<file path="src/rtl/dff_pipeline.sv">
// dff_pipeline: WIDTH-bit, DEPTH-stage registered delay line with per-stage
// valid tags, global stall, flush, occupancy count and a registered Qbar.
module dff_pipeline #(
  parameter int unsigned     WIDTH       = 8,
  parameter int unsigned     DEPTH       = 3,
  parameter logic [WIDTH-1:0] RESET_VALUE = '0
) (
  input  logic                       clock,
  input  logic                       reset_n,
  input  logic                       enable,
  input  logic                       flush,
  input  logic                       d_valid,
  input  logic [WIDTH-1:0]           D,
  output logic [WIDTH-1:0]           Q,
  output logic [WIDTH-1:0]           Qbar,
  output logic                       q_valid,
  output logic [$clog2(DEPTH+1)-1:0] occupancy
);

  localparam int unsigned OCC_W = $clog2(DEPTH + 1);

  logic [WIDTH-1:0] data_q [DEPTH];
  logic [WIDTH-1:0] data_d [DEPTH];
  logic [DEPTH-1:0] valid_q;
  logic [DEPTH-1:0] valid_d;
  logic [OCC_W-1:0] occ_q;
  logic [OCC_W-1:0] occ_d;
  logic [WIDTH-1:0] qbar_q;
  logic [WIDTH-1:0] qbar_d;

  // Next-state: flush clears tags only; advance shifts data and tags together.
  always_comb begin
    for (int unsigned i = 0; i < DEPTH; i++) begin
      data_d[i] = data_q[i];
    end
    valid_d = valid_q;
    occ_d   = occ_q;
    qbar_d  = qbar_q;

    if (flush) begin
      valid_d = '0;
      occ_d   = '0;
    end else if (enable) begin
      data_d[0]  = D;
      valid_d[0] = d_valid;
      for (int unsigned i = 1; i < DEPTH; i++) begin
        data_d[i]  = data_q[i-1];
        valid_d[i] = valid_q[i-1];
      end
      // Complement is computed from the value Q is about to take, so
      // Qbar tracks ~Q on every cycle without a combinational output path.
      qbar_d = ~data_d[DEPTH-1];
      // Range 0..DEPTH holds by construction; modulo arithmetic is exact.
      occ_d  = occ_q + OCC_W'(d_valid) - OCC_W'(valid_q[DEPTH-1]);
    end
  end

  // State registers with synchronous active-low reset.
  always_ff @(posedge clock) begin
    if (!reset_n) begin
      for (int unsigned i = 0; i < DEPTH; i++) begin
        data_q[i] <= RESET_VALUE;
      end
      valid_q <= '0;
      occ_q   <= '0;
      qbar_q  <= ~RESET_VALUE;
    end else begin
      for (int unsigned i = 0; i < DEPTH; i++) begin
        data_q[i] <= data_d[i];
      end
      valid_q <= valid_d;
      occ_q   <= occ_d;
      qbar_q  <= qbar_d;
    end
  end

  assign Q         = data_q[DEPTH-1];
  assign q_valid   = valid_q[DEPTH-1];
  assign Qbar      = qbar_q;
  assign occupancy = occ_q;

endmodule

</file>
<file path="config.mk">
export PLATFORM = sky130hd
export DESIGN_NAME = dff_pipeline
export DESIGN_NICKNAME = d
export VERILOG_FILES = /design/src/rtl/dff_pipeline.sv
export SDC_FILE = /design/constraint.sdc
export NUM_CORES = 1
export LEC_CHECK = 0
export CORE_MARGIN = 5
export CORE_UTILIZATION = 42
export CTS_CLUSTER_SIZE = 16
export DETAILED_ROUTE_END_ITERATION = 8
export PLACE_DENSITY = 0.79
export SLEW_MARGIN = 20
export SYNTH_ARGS = -nofsm -noshare
export SYNTH_HDL_FRONTEND = slang
export SYNTH_SLANG_ARGS = --single-unit
</file>
<file path="constraint.sdc">
create_clock -name clock -period 2.6 [get_ports clock]
set_input_delay 0.52 -clock clock [delete_from_list [all_inputs] [get_ports clock]]
set_output_delay 0.52 -clock clock [all_outputs]
set_load 0.01 [all_outputs]
</file>
==> key figures <==
Outcome
  – Status: finished clean

Clock network
  – Setup repair bufs after CTS: 0
  – Clk root buf: clkbuf_4
  – Post-CTS sizing: 0
  – TritonCTS clock tree: built
  – H-tree depth reported by CTS: 2
  – Skew-Pair Late Insertion Delay: 330 ps
  – Max Root-Sink Buffers: 2
  – Clock Sinks: 37
  – Clock Pin Slew Worst Setup and Hold Paths: 100 ps
  – Num CTS Buffers: 5
  – Cts hold-fix bufs: 0

Setup path
  – Critical path arrival: 1250 ps
  – CP max FO: 3
  – Crit path max-delay family: buffers and inverters
  – Data required, critical path: 2080 ps
  – Delay of the slowest critical-path stage: 550 ps
  – Crit. End Element: primary output
  – Sequence of cells on the critical path: clkdlybuf4s50_1
  – Crit path buf inv count: 1
  – Slowest-stage cell, CP: clkdlybuf4s50_1
  – Setup crit start kind: register
  – WS Path Type: register to primary output

Yosys
  – Top cells by area, synth: dfxtp_1 50%, nand2_1 10%, a21boi_1 5.1%
  – Cell with the most instances after synthesis: nand2_1
  – Yosys reg bits: 37
  – Main synth FF type: dfxtp_1
  – Post-synth EDFFs: 0
  – Synthesized instance count: 163
  – Seq/Total Area, Yosys: 50.1%
  – Post-Syn Area: 0.00148 sq mm
  – Post-synth top area share: 50.1%
  – Ys async rst share: 0%
  – Avg Cell Area, Syn: 9.07 sq um
  – Syn_nets: 178
  – Synth area leader: dfxtp_1
  – Yosys warns: 0
  – Top cells by count, synth: 41 x nand2_1, 37 x dfxtp_1, 10 x a21boi_1, 10 x and2_1, 10 x nor2_1
  – Post-synth cell types: 21

Placement
  – Half-perimeter wire length after placement: 1.62 mm
  – Final Wtd Congestion: 0.677
  – Port Buffers: 31
  – Post-Place Cell Area: 0.00175 sq mm

STA
  – Slew Limit Fails: 0
  – Fin Hold WS: 456 ps
  – Least-Margin Pin Slew: 496 ps
  – Max-Slew Margin vs Limit: 66.8%
  – RSZ-0062 raised after global routing: false
  – # setup viols final: 0
  – Fin. Hold Viols: 0
  – Shortest period the worst path allows: 1770 ps
  – Crit share post-route: 68.0%
  – Layout Skew: 4.11 ps
  – Maximum clock frequency: 0.566 GHz
  – Setup TNS: 0 ps

GRT
  – Vias in the first global route: 1,062
  – Busiest metal layer after global routing: met2
  – Grt ovf: 0
  – Initial antenna violation count: 0
  – Largest net degree at the start of global routing: 33
  – First-pass GRT wire length: 4.43 mm
  – Grt met2 use: 18.9%
  – Met3 usage: 4.64%
  – Gr usage total: 11.3%
  – Met1 Use GR: 12.3%

Route
  – DRC: 0
  – Drt via density: 4.52
  – Final WL: 2.36 mm
  – Via total after detailed routing: 1,053
  – DRT Pass-1 Iters: 2
  – Post-route ant nets: 0
  – Initial DRC count: 92
  – Routed WL per cell: 10.1 um

Die
  – Die Span X: 69.3 um
  – Initial Utilization: 43.9%
  – Row count: 21
  – Die area: 0.00480 sq mm
  – Ports: 32
  – Die Y: 69.3 um
  – CORE AREA: 0.00336 sq mm

Finish
  – Nets: 202
  – # diodes: 0
  – Layout area overhead: 22.0%
  – Filler cell count: 338
  – Layout cells sized above 1: 6.42%
  – Final instance area: 0.00180 sq mm

Pwr
  – Internal power: 0.750 mW
  – Switching Share: 21.9%
  – P_leak: 0.695 nW
  – Flop pwr share: 60.9%
  – Switching pwr: 0.211 mW
  – Peak supply drop: 0.291 mV
  – Total power draw: 0.961 mW
  – Clock network fraction of total power: 30.6%
  – Comb power frac: 8.5%
  – Pwr Density: 533 mW/mm^2

Flow run
  – Max_cap viols: 0

Min path
  – Hold WC Path Type: register to register
[cell families after synthesis]
family / Yosys count / share of synthesized area, %
AOI/OAI and AO/OA: 34 / 16.5
xor gates and xnor gates: 1 / 0.593
adders and majority gates: 2 / 1.69
buffers and inverters: 21 / 9.40
DFF: 37 / 50.1
muxes: 4 / 2.71
and+or+nand+nor: 64 / 19.0
[path summary, 6_finish.rpt]
check / start / end / slack (ps) / cells after the start
worst max-delay path: valid_q[2] / q_valid / 830 / 1
worst min-delay path: data_q[0][7] / data_q[0][7] / 460 / 2
worst max register to register: occupancy[0] / occupancy[1] / 1140 / 7
worst min register to register: data_q[0][7] / data_q[0][7] / 460 / 2
[registers in the layout (all words and copies together) (netlist names)]
| name | flops |
|---|---|
| Qbar | 8 |
| data_q | 24 |
| occupancy | 2 |
| valid_q | 3 |
[layout make-up]
type                       count  area (sq um)  share of cell area [%]
inverter                       3          11.3                   0.625
timing repair buffer          35           340                    18.9
sequential                    37           741                    41.1
tap                           46          57.6                    3.19
multi-input combinational    105           598                    33.2
clock buffer                   7          55.1                    3.05
[power groups by stage]
stage	registers, mW	logic [mW]	clock network [mW]
after floorplan	0.599	0.0487	0
after global placement	0.598	0.0821	0
after detailed placement	0.598	0.0830	0
after CTS	0.585	0.0832	0.309
after global routing	0.587	0.0917	0.336
final	0.585	0.0819	0.294
[routing by layer]
metal	up-vias	part of all wire, %
li1	564	-
met2	19	48
met3	5	5.1
met5	-	0
met4	0	2.2
met1	465	44
[tightest hold or removal path, stage by stage (launching register included)]
cell and delay (ps):
dfxtp_1 320, nand2_1 50, a21boi_1 50
[per-stage QoR]
stage / setup WS (ps) / utilization, % / std cells
6_report: 832 / 53.6 / 233
5_1_grt: 757 / 53.6 / 233
4_1_cts: 806 / 53.6 / 233
3_5_place_dp: 585 / 52.0 / 226
3_3_place_gp: 656 / 52.0 / 226
2_1_floorplan: 1150 / - / 163
[layout by cell type (no fill, tap or decap), types with 2 or more instances in the layout]
cell type / synthesis / layout
and2_1: 10 / 10
clkdlybuf4s50_1: 0 / 31
nand2b_1: 2 / 2
nor2_1: 10 / 10
buf_4: 9 / 4
ha_1: 2 / 2
a21boi_0: 9 / 9
clkbuf_4: 0 / 5
mux2i_1: 4 / 4
o21a_1: 5 / 5
dfxtp_1: 37 / 37
o211ai_1: 3 / 3
a21boi_1: 10 / 10
nand2_1: 41 / 41
inv_1: 3 / 3
o21ai_1: 5 / 5
Note: power is estimated with default switching activity, not from simulation.
